### src/rtl/inst_fetch_queue_if.sv
// Fetch-to-decode instruction queue interface: fetch packet in, single-word decode handshake out.
// slave = the queue; master = fetch/decode side (or a testbench driving both).
interface inst_fetch_queue_if #(
  parameter int unsigned DEPTH = 8
);
  localparam int unsigned CNT_W = $clog2(DEPTH) + 1;

  logic             flush;
  logic             in_valid;
  logic             in_ready;
  logic [1:0]       in_mask;
  logic [31:0]      in_pc;
  logic [31:0]      in_inst0;
  logic [31:0]      in_inst1;
  logic             in_adel;
  logic             out_valid;
  logic             out_ready;
  logic [31:0]      out_pc;
  logic [31:0]      out_inst;
  logic             out_adel;
  logic [CNT_W-1:0] count;

  modport slave (
    input  flush, in_valid, in_mask, in_pc, in_inst0, in_inst1, in_adel, out_ready,
    output in_ready, out_valid, out_pc, out_inst, out_adel, count
  );

  modport master (
    output flush, in_valid, in_mask, in_pc, in_inst0, in_inst1, in_adel, out_ready,
    input  in_ready, out_valid, out_pc, out_inst, out_adel, count
  );
endinterface

### src/rtl/inst_fetch_queue.sv
// Instruction fetch queue: circular buffer taking up to two words per cycle, handing one per cycle to decode.
// Optional same-cycle empty-queue bypass enabled by defining INST_QUEUE_BYPASS_EN.
module inst_fetch_queue #(
  parameter int unsigned DEPTH = 8
) (
  input  logic                clk,
  input  logic                reset,
  inst_fetch_queue_if.slave   fq
);
  localparam int unsigned PTR_W = $clog2(DEPTH);
  localparam int unsigned CNT_W = PTR_W + 1;

  typedef struct packed {
    logic [31:0] pc;
    logic [31:0] inst;
    logic        adel;
  } entry_t;

  entry_t           mem_q [DEPTH];
  logic [PTR_W-1:0] head_q, head_d;
  logic [PTR_W-1:0] tail_q, tail_d;
  logic [CNT_W-1:0] count_q, count_d;

  entry_t           word0_c, word1_c, first_c, head_c;
  logic [1:0]       n_c, n_store_c;
  logic             empty_c, push_c, pop_c, bypass_c, consume_c;
  logic             wr0_en_c, wr1_en_c;
  logic [PTR_W-1:0] wr1_idx_c;

  assign empty_c     = (count_q == '0);
  assign fq.in_ready = (count_q <= CNT_W'(DEPTH - 2));
  assign fq.count    = count_q;

  assign word0_c = '{pc: fq.in_pc,                 inst: fq.in_inst0, adel: fq.in_adel};
  assign word1_c = '{pc: fq.in_pc + 32'd4,         inst: fq.in_inst1, adel: fq.in_adel};
  assign first_c = (fq.in_mask == 2'b10) ? word1_c : word0_c;
  assign head_c  = mem_q[head_q];

  assign n_c    = 2'({1'b0, fq.in_mask[0]}) + 2'({1'b0, fq.in_mask[1]});
  assign push_c = fq.in_valid & fq.in_ready & ~fq.flush;

`ifdef INST_QUEUE_BYPASS_EN
  assign bypass_c = empty_c & push_c & (n_c != 2'd0);
`else
  assign bypass_c = 1'b0;
`endif
  // A bypassed word taken by decode in the same cycle is never stored.
  assign consume_c = bypass_c & fq.out_ready;
  assign pop_c     = ~empty_c & fq.out_ready & ~fq.flush;

  always_comb begin
    n_store_c = 2'd0;
    wr0_en_c  = 1'b0;
    wr1_en_c  = 1'b0;
    wr1_idx_c = tail_q + PTR_W'(1);
    if (push_c) begin
      n_store_c = n_c - 2'({1'b0, consume_c});
      wr0_en_c  = (n_c != 2'd0) & ~consume_c;
      wr1_en_c  = (n_c == 2'd2);
      if (consume_c) begin
        wr1_idx_c = tail_q;
      end
    end
  end

  always_comb begin
    head_d  = head_q;
    tail_d  = tail_q;
    count_d = count_q;
    if (fq.flush) begin
      head_d  = '0;
      tail_d  = '0;
      count_d = '0;
    end else begin
      head_d  = head_q + PTR_W'(pop_c);
      tail_d  = tail_q + PTR_W'(n_store_c);
      count_d = count_q + CNT_W'(n_store_c) - CNT_W'(pop_c);
    end
  end

  always_ff @(posedge clk or posedge reset) begin
    if (reset) begin
      head_q  <= '0;
      tail_q  <= '0;
      count_q <= '0;
    end else begin
      head_q  <= head_d;
      tail_q  <= tail_d;
      count_q <= count_d;
    end
  end

  // Storage needs no reset: outputs are masked while the queue is empty.
  always_ff @(posedge clk) begin
    if (wr0_en_c) begin
      mem_q[tail_q] <= first_c;
    end
    if (wr1_en_c) begin
      mem_q[wr1_idx_c] <= word1_c;
    end
  end

  always_comb begin
    fq.out_valid = 1'b0;
    fq.out_pc    = 32'h0;
    fq.out_inst  = 32'h0;
    fq.out_adel  = 1'b0;
    if (!empty_c) begin
      fq.out_valid = 1'b1;
      fq.out_pc    = head_c.pc;
      fq.out_inst  = head_c.inst;
      fq.out_adel  = head_c.adel;
    end else if (bypass_c) begin
      fq.out_valid = 1'b1;
      fq.out_pc    = first_c.pc;
      fq.out_inst  = first_c.inst;
      fq.out_adel  = first_c.adel;
    end
  end
endmodule
### src/flat_wrapper.sv
// flat-port wrapper written by rule: the top's interface ports become plain ports
module inst_fetch_queue_flat 
#(
  parameter int unsigned DEPTH = 8
)
  (clk, reset, fq_flush, fq_in_valid, fq_in_mask, fq_in_pc, fq_in_inst0, fq_in_inst1, fq_in_adel, fq_out_ready, fq_in_ready, fq_out_valid, fq_out_pc, fq_out_inst, fq_out_adel, fq_count);
  inst_fetch_queue_if #(.DEPTH(DEPTH)) fq_i ();
  input  logic clk;
  input  logic reset;
  input wire logic [$bits(fq_i.flush)-1:0] fq_flush;
  input wire logic [$bits(fq_i.in_valid)-1:0] fq_in_valid;
  input wire logic [$bits(fq_i.in_mask)-1:0] fq_in_mask;
  input wire logic [$bits(fq_i.in_pc)-1:0] fq_in_pc;
  input wire logic [$bits(fq_i.in_inst0)-1:0] fq_in_inst0;
  input wire logic [$bits(fq_i.in_inst1)-1:0] fq_in_inst1;
  input wire logic [$bits(fq_i.in_adel)-1:0] fq_in_adel;
  input wire logic [$bits(fq_i.out_ready)-1:0] fq_out_ready;
  output wire logic [$bits(fq_i.in_ready)-1:0] fq_in_ready;
  output wire logic [$bits(fq_i.out_valid)-1:0] fq_out_valid;
  output wire logic [$bits(fq_i.out_pc)-1:0] fq_out_pc;
  output wire logic [$bits(fq_i.out_inst)-1:0] fq_out_inst;
  output wire logic [$bits(fq_i.out_adel)-1:0] fq_out_adel;
  output wire logic [$bits(fq_i.count)-1:0] fq_count;
  assign fq_i.flush = fq_flush;
  assign fq_i.in_valid = fq_in_valid;
  assign fq_i.in_mask = fq_in_mask;
  assign fq_i.in_pc = fq_in_pc;
  assign fq_i.in_inst0 = fq_in_inst0;
  assign fq_i.in_inst1 = fq_in_inst1;
  assign fq_i.in_adel = fq_in_adel;
  assign fq_i.out_ready = fq_out_ready;
  assign fq_in_ready = fq_i.in_ready;
  assign fq_out_valid = fq_i.out_valid;
  assign fq_out_pc = fq_i.out_pc;
  assign fq_out_inst = fq_i.out_inst;
  assign fq_out_adel = fq_i.out_adel;
  assign fq_count = fq_i.count;
  inst_fetch_queue #(.DEPTH(DEPTH)) u_core (.clk(clk), .reset(reset), .fq(fq_i));
endmodule
### config.mk
export PLATFORM = sky130hd
export DESIGN_NAME = inst_fetch_queue_flat
export DESIGN_NICKNAME = d
export VERILOG_FILES = /design/src/rtl/inst_fetch_queue_if.sv /design/src/rtl/inst_fetch_queue.sv /design/src/flat_wrapper.sv
export SDC_FILE = /design/constraint.sdc
export NUM_CORES = 1
export LEC_CHECK = 0
export BUFFER_PORTS_ARGS = -buffer_cell sky130_fd_sc_hd__buf_2
export CORE_UTILIZATION = 50
export DETAILED_ROUTE_END_ITERATION = 16
export MAX_ROUTING_LAYER = met4
export PLACE_DENSITY_LB_ADDON = 0.25
export SLEW_MARGIN = 10
export SYNTH_ARGS = -nofsm -noshare
export SYNTH_HDL_FRONTEND = slang
export SYNTH_SLANG_ARGS = --single-unit
### constraint.sdc
create_clock -name clk -period 9.04 [get_ports clk]
set_clock_uncertainty 0.2 [all_clocks]
set_input_delay 1.808 -clock clk [delete_from_list [all_inputs] [get_ports clk]]
set_output_delay 1.808 -clock clk [all_outputs]
set_load 0.005 [all_outputs]
==> results_dict.tcl, run 1 <==
set metrics [dict create \
    status "completed" \
    first_pass_iters 5 \
    netlist_area_um2 27100 \
    grt_max_degree 105 \
    avgViaCountPerCell 5.90 \
    synthMostInstantiatedCell "edfxtp_1" \
    fin_cells 2970 \
    clkTransAtPathRegs_ns 0.06 \
    synth_flop_cell "edfxtp_1" \
    syn_nets 2284 \
    cp-end-kind "output pin" \
    core_um2 53700 \
    synth_common_cells "edfxtp_1 (520), nor2_1 (514), a21oi_1 (270)" \
    cp_cell_sequence "buf_12, mux4_2, mux2i_1, nor2_1, buf_2" \
    yosys.area.top_type "edfxtp_1" \
    wl_met1_um 28200 \
    critPathSlowestCell "dfrtp_4" \
    port-buffer-count 174 \
    drive_gt1_share_pct 19.7 \
    fmax_ghz 0.184 \
    gp_congestion 0.770 \
    ys_ff_latch 530 \
    drv_cap 0 \
    syn2layout_area_growth_pct 11.7 \
    cellPowerDensity_nw_per_um2 202 \
    dr_wl_met3_um 5530 \
    final_nets 2350 \
    crit_required_ns 7.03 \
    leakagePower_nw 10.3 \
    cts_tree "built" \
    antenna_found_initial 9 \
    tns_ns 0 \
    vias 17518 \
    netlist_top_cells_area "edfxtp_1 (58%), mux4_2 (11%), nor2_1 (7.1%)" \
    dp_slack_ns 4.15 \
    grt_setup_unrepaired "false" \
    grt_pass1_wl_um 106000 \
    cts-resized-gates 0 \
    maxSlewViolCount 0 \
    num_rows 85 \
    cts_buffers 56 \
    syn_avg_cell_area_um2 12.6 \
    die_area_um2 55200 \
    initial_core_util_pct 50.5 \
    startpoint_type "flop" \
    min_path_type "reg -> reg" \
    ys_types 46 \
    drc 0 \
    antenna_left 0 \
    async_reset_ff_share_pct 1.89 \
    cp.arrival_ns 3.41 \
    hold_viol_final 0 \
    clock_latency_ns 0.61 \
    highest_layer "met4" \
    grt_pass1_vias 17869 \
    synth_top_cell_area_share_pct 57.5 \
    die_h_um 235 \
    critical_path_class "reg -> out" \
    worst_slack_ns 3.62 \
    yosysSeqAreaShare_pct 58.4 \
    postCtsSetupRepairBufs 0 \
    ys_warn_count 0 \
    grt-ovfl-total 0 \
    crit_path_max_fanout 104 \
    layout_min_cycle_time_ns 5.42 \
    cts_sinks 530 \
    irDropWorstVdd_v 0.000137 \
    dp.cells 2866 \
    routedWlPerCell_um 23.4 \
    worst_slew_pin_slew_ns 1.25 \
    setup_viol 0 \
    io_pins 175 \
    fp.dieW_um 235 \
    slew_headroom_pct 16.5 \
    min_period_over_period_pct 60.0 \
    met2_length_um 34100 \
    clk_path_buf_depth 3 \
    fin_util_pct 56.4 \
    drt_iter0_drc 1541 \
    wl_um 69400 \
    synthCells 2162 \
    hpwl_um 38700 \
    clock_tree.root_cell "clkbuf_16" \
    track_usage_pct 26.2 \
    holdBufCountCts 0 \
    max_stage_delay_ns 0.82 \
    synth_edf_count 520 \
    h-tree-depth 2 \
]
-- placed cells by master, fill, tap and decap left out, types with 2 or more instances in the layout --
cell type / instances
buf_2: 174
dfrtp_1: 7
o211ai_1: 8
clkbuf_16: 57
clkinvlp_4: 2
nor2b_1: 5
clkinv_1: 15
o31ai_4: 2
o21ai_4: 6
nor2_1: 514
inv_1: 16
bufinv_16: 3
xor2_1: 148
mux2i_1: 106
nand2_1: 17
buf_4: 32
a21oi_1: 265
nand3_2: 6
nand2_2: 4
xnor2_1: 76
a31oi_4: 4
and4_1: 3
nand3_1: 15
edfxtp_1: 520
clkinv_2: 6
nor3_1: 7
dfrtp_4: 3
and2_1: 2
fa_1: 2
diode_2: 9
nand2b_1: 44
inv_2: 2
clkbuf_1: 12
mux4_2: 130
nand4_1: 12
ha_1: 15
a21oi_4: 4
-- flip-flops by register name, summed over array words and instances, names as in the netlist --
| signal | count |
|---|---|
| u_core.head_q | 3 |
| u_core.tail_q | 3 |
| u_core.mem_q | 520 |
| u_core.fq.count | 4 |
-- kinds of logic after synthesis --
family	count (synthesis)	synth area share [%]
fa+ha+maj	18	0.885
compound gates	294	5.59
xor+xnor	224	7.23
buf+inv	217	3.15
simple gates	643	10.0
mux	236	14.7
flops	530	58.4
-- final timing paths --
kind,depth (start not counted),from,to,slack (ns)
min reg2reg,3,u_core.tail_q[1],u_core.tail_q[1],0.56
max reg2reg,7,u_core.fq.count[2],u_core.mem_q[2][30],4.68
max,5,u_core.head_q[0],fq_out_pc[14],3.62
max in group asynchronous,2,reset,u_core.head_q[0],7.24
min,3,u_core.tail_q[1],u_core.tail_q[1],0.56
min in group asynchronous,2,reset,u_core.tail_q[0],1.04
-- worst max-delay path: cells and delay by family (launching register included) --
kind | cells | cell delay [ns]
flip-flops | 1 | 0.82
buffers and inverters | 2 | 0.92
multiplexers | 2 | 0.90
AND/OR/NAND/NOR | 1 | 0.07
-- routing by layer --
| metal | GRT usage, % | up-vias |
|---|---|---|
| met3 | 5.43 | 111 |
| met1 | 33.4 | 8805 |
| met2 | 42.6 | 687 |
| li1 | - | 7915 |
| met4 | 7.00 | 0 |
| met5 | - | - |
-- power by group --
part	total (mW)	switching, mW	internal [mW]
Sequential	2.82	0.0423	2.78
Clock	2.16	0.938	1.22
Combinational	1.16	0.668	0.489
-- per-stage QoR --
step | hold slack, ns | power [mW] | cell area, um2
5_1_grt | 0.613 | 6.37 | 30300
3_3_place_gp | 0.535 | 4.02 | 28600
4_1_cts | 0.560 | 6.19 | 30300
3_5_place_dp | 0.538 | 4.04 | 28600
2_1_floorplan | 0.384 | 3.60 | 27100
6_report | 0.561 | 6.14 | 30300
-- layout make-up --
type | count | area, um2
timing repair buffer | 207 | 1130
clock inverter | 26 | 191
fill | 4318 | 23400
antenna | 9 | 22.5
inverter | 18 | 67.6
tap | 696 | 871
multi-input combinational | 1415 | 10700
clock buffer | 69 | 1470
sequential | 530 | 15900
Note: power is estimated with default switching activity, not from simulation.
==> inputs of run 2 (changes only) <==
ABC_AREA = 1   (was unset)
clock period = 5.29 ns   (was 9.04 ns; I/O delays follow)
==> results_dict.tcl, run 2 <==
set metrics [dict create \
    status "completed" \
    slew_headroom_pct 21.9 \
    final_nets 3440 \
    drive_gt1_share_pct 10.0 \
    drv_cap 0 \
    holdBufCountCts 0 \
    startpoint_type "flop" \
    postCtsSetupRepairBufs 0 \
    drt_iter0_drc 2743 \
    initial_core_util_pct 50.9 \
    layout_commonest_cell "nand2_1" \
    routedWlPerCell_um 20.6 \
    io_pins 175 \
    cellPowerDensity_nw_per_um2 362 \
    netlist_top_cells_area "edfxtp_1 (56%), o21ai_0 (13%), nand2_1 (9.8%)" \
    synth_edf_count 520 \
    die_h_um 239 \
    leakagePower_nw 12.4 \
    max_stage_delay_ns 0.85 \
    crit_required_ns 4.03 \
    clock_latency_ns 0.62 \
    cp_common_cell "o21ai_0" \
    grt_max_degree 130 \
    worst_slew_pin_slew_ns 1.17 \
    largest_reg_flops 520 \
    setup_viol 0 \
    num_rows 86 \
    cts_buffers 56 \
    synthCells 3275 \
    first_pass_iters 6 \
    min_period_over_period_pct 84.6 \
    critPathSlowestCell "dfrtp_4" \
    core_um2 55300 \
    cts-resized-gates 0 \
    ys_warn_count 0 \
    maxSlewViolCount 0 \
    regMostFlops "u_core.mem_q" \
    drc 0 \
    synth_flop_cell "edfxtp_1" \
    synthMostInstantiatedCell "nand2_1" \
    synth_common_cells "nand2_1 (738), o21ai_0 (726), edfxtp_1 (520)" \
    grt_pass1_wl_um 129000 \
    irDropWorstVdd_v 0.000252 \
    clkTransAtPathRegs_ns 0.06 \
    ys_types 37 \
    dp_slack_ns 1.40 \
    crit_path_max_fanout 66 \
    syn_avg_cell_area_um2 8.59 \
    antenna_found_initial 1 \
    h-tree-depth 2 \
    hold_viol_final 0 \
    ys_ff_latch 530 \
    grt_pass1_vias 23183 \
    antenna_left 0 \
    layout_common_cells "nand2_1 (735), o21ai_0 (718), edfxtp_1 (520), nor2_1 (508), nand3_1 (220)" \
    clk_path_buf_depth 3 \
    netlist_area_um2 28100 \
    fmax_ghz 0.223 \
    cp.arrival_ns 3.22 \
    syn2layout_area_growth_pct 11.3 \
    fp.dieW_um 239 \
    grt-ovfl-total 0 \
    hpwl_um 48300 \
    critical_path_class "reg -> out" \
    worst_slack_ns 0.812 \
    cts_tree "built" \
    track_usage_pct 30.3 \
    min_path_type "in -> async" \
    synth_top_cell_area_share_pct 55.5 \
    avgViaCountPerCell 5.99 \
    clock_tree.root_cell "clkbuf_16" \
    cp-end-kind "output pin" \
    port-buffer-count 174 \
    tns_ns 0 \
    syn_nets 3397 \
    cp_cell_sequence "buf_4, o21ai_0, o21ai_0, o21ai_0, a31oi_1, buf_2" \
    yosys.area.top_type "edfxtp_1" \
    gp_congestion 0.867 \
    async_reset_ff_share_pct 1.89 \
    wl_um 84700 \
    yosysSeqAreaShare_pct 56.4 \
    grt_setup_unrepaired "false" \
    die_area_um2 57200 \
    vias 24631 \
    layout_min_cycle_time_ns 4.48 \
    cts_sinks 530 \
]
run 2: metrics by stage:
step                hold WS [ns]  area (um2)  util (%)  std cells  power [mW]
global placement           0.398       29500      53.4       4008        7.48
CTS                        0.223       31300      56.6       4112        11.3
floorplan                  0.309       28100         -       3275        6.47
global route               0.258       31300      56.6       4113        11.8
detailed placement         0.403       29500      53.4       4008        7.54
finish                     0.221       31300      56.6       4114        11.3
run 2: layout make-up:
| class | instances | area, um2 |
|---|---|---|
| diodes | 2 | 5.00 |
| clock buffers | 73 | 1470 |
| clock inverters | 31 | 287 |
| fillers | 4848 | 24000 |
| inverters | 106 | 409 |
| multi-input cells | 2408 | 11000 |
| flip-flops and latches | 530 | 15900 |
| well taps | 748 | 936 |
| repair buffers | 216 | 1300 |
run 2: final timing paths:
kind	end	from	slack (ns)	cells past startpoint
max	fq_out_inst[26]	u_core.head_q[1]	0.81	6
min	u_core.fq.count[3]	reset	0.22	2
max reg2reg	u_core.mem_q[4][47]	u_core.tail_q[0]	1.75	7
min reg2reg	u_core.head_q[2]	u_core.head_q[2]	0.41	2
max in group asynchronous	u_core.head_q[1]	reset	4.34	2
min in group clk	u_core.head_q[2]	u_core.head_q[2]	0.41	2
run 2: routing by layer:
metal / wire, um / share of wire (%) / up-vias / track usage [%]
met5: 0 / 0 / - / -
met4: 2920 / 3.5 / 0 / 12.6
met3: 8590 / 10 / 228 / 4.44
met2: 40400 / 48 / 1412 / 48.7
met1: 32800 / 39 / 11611 / 38.4
li1: - / - / 11380 / -
run 2: power by group:
| part | total [mW] | internal, mW | leakage (nW) | switching [mW] |
|---|---|---|---|---|
| Combinational | 2.66 | 0.850 | 6.73 | 1.81 |
| Clock | 3.86 | 2.15 | 0.856 | 1.70 |
| Sequential | 4.82 | 4.77 | 4.83 | 0.0462 |
run 2: logic make-up (layout without fill, tap and decap cells):
kind of cell	count (synthesis)	in the layout	share of synthesized area (%)
AO/OA/AOI/OAI	878	878	15.9
multiplexers	2	2	0.0712
buffers and inverters	337	426	4.93
AND/OR/NAND/NOR	1500	1500	21.4
XOR/XNOR	10	10	0.365
adder cells (fa/ha/maj)	18	18	0.854
flip-flops	530	530	56.4
other	0	2	0
run 2: critical path, delay by kind of cell (launching register included):
family | cells | cell delay [ns]
flops | 1 | 0.85
compound gates | 4 | 0.81
buf+inv | 2 | 0.87
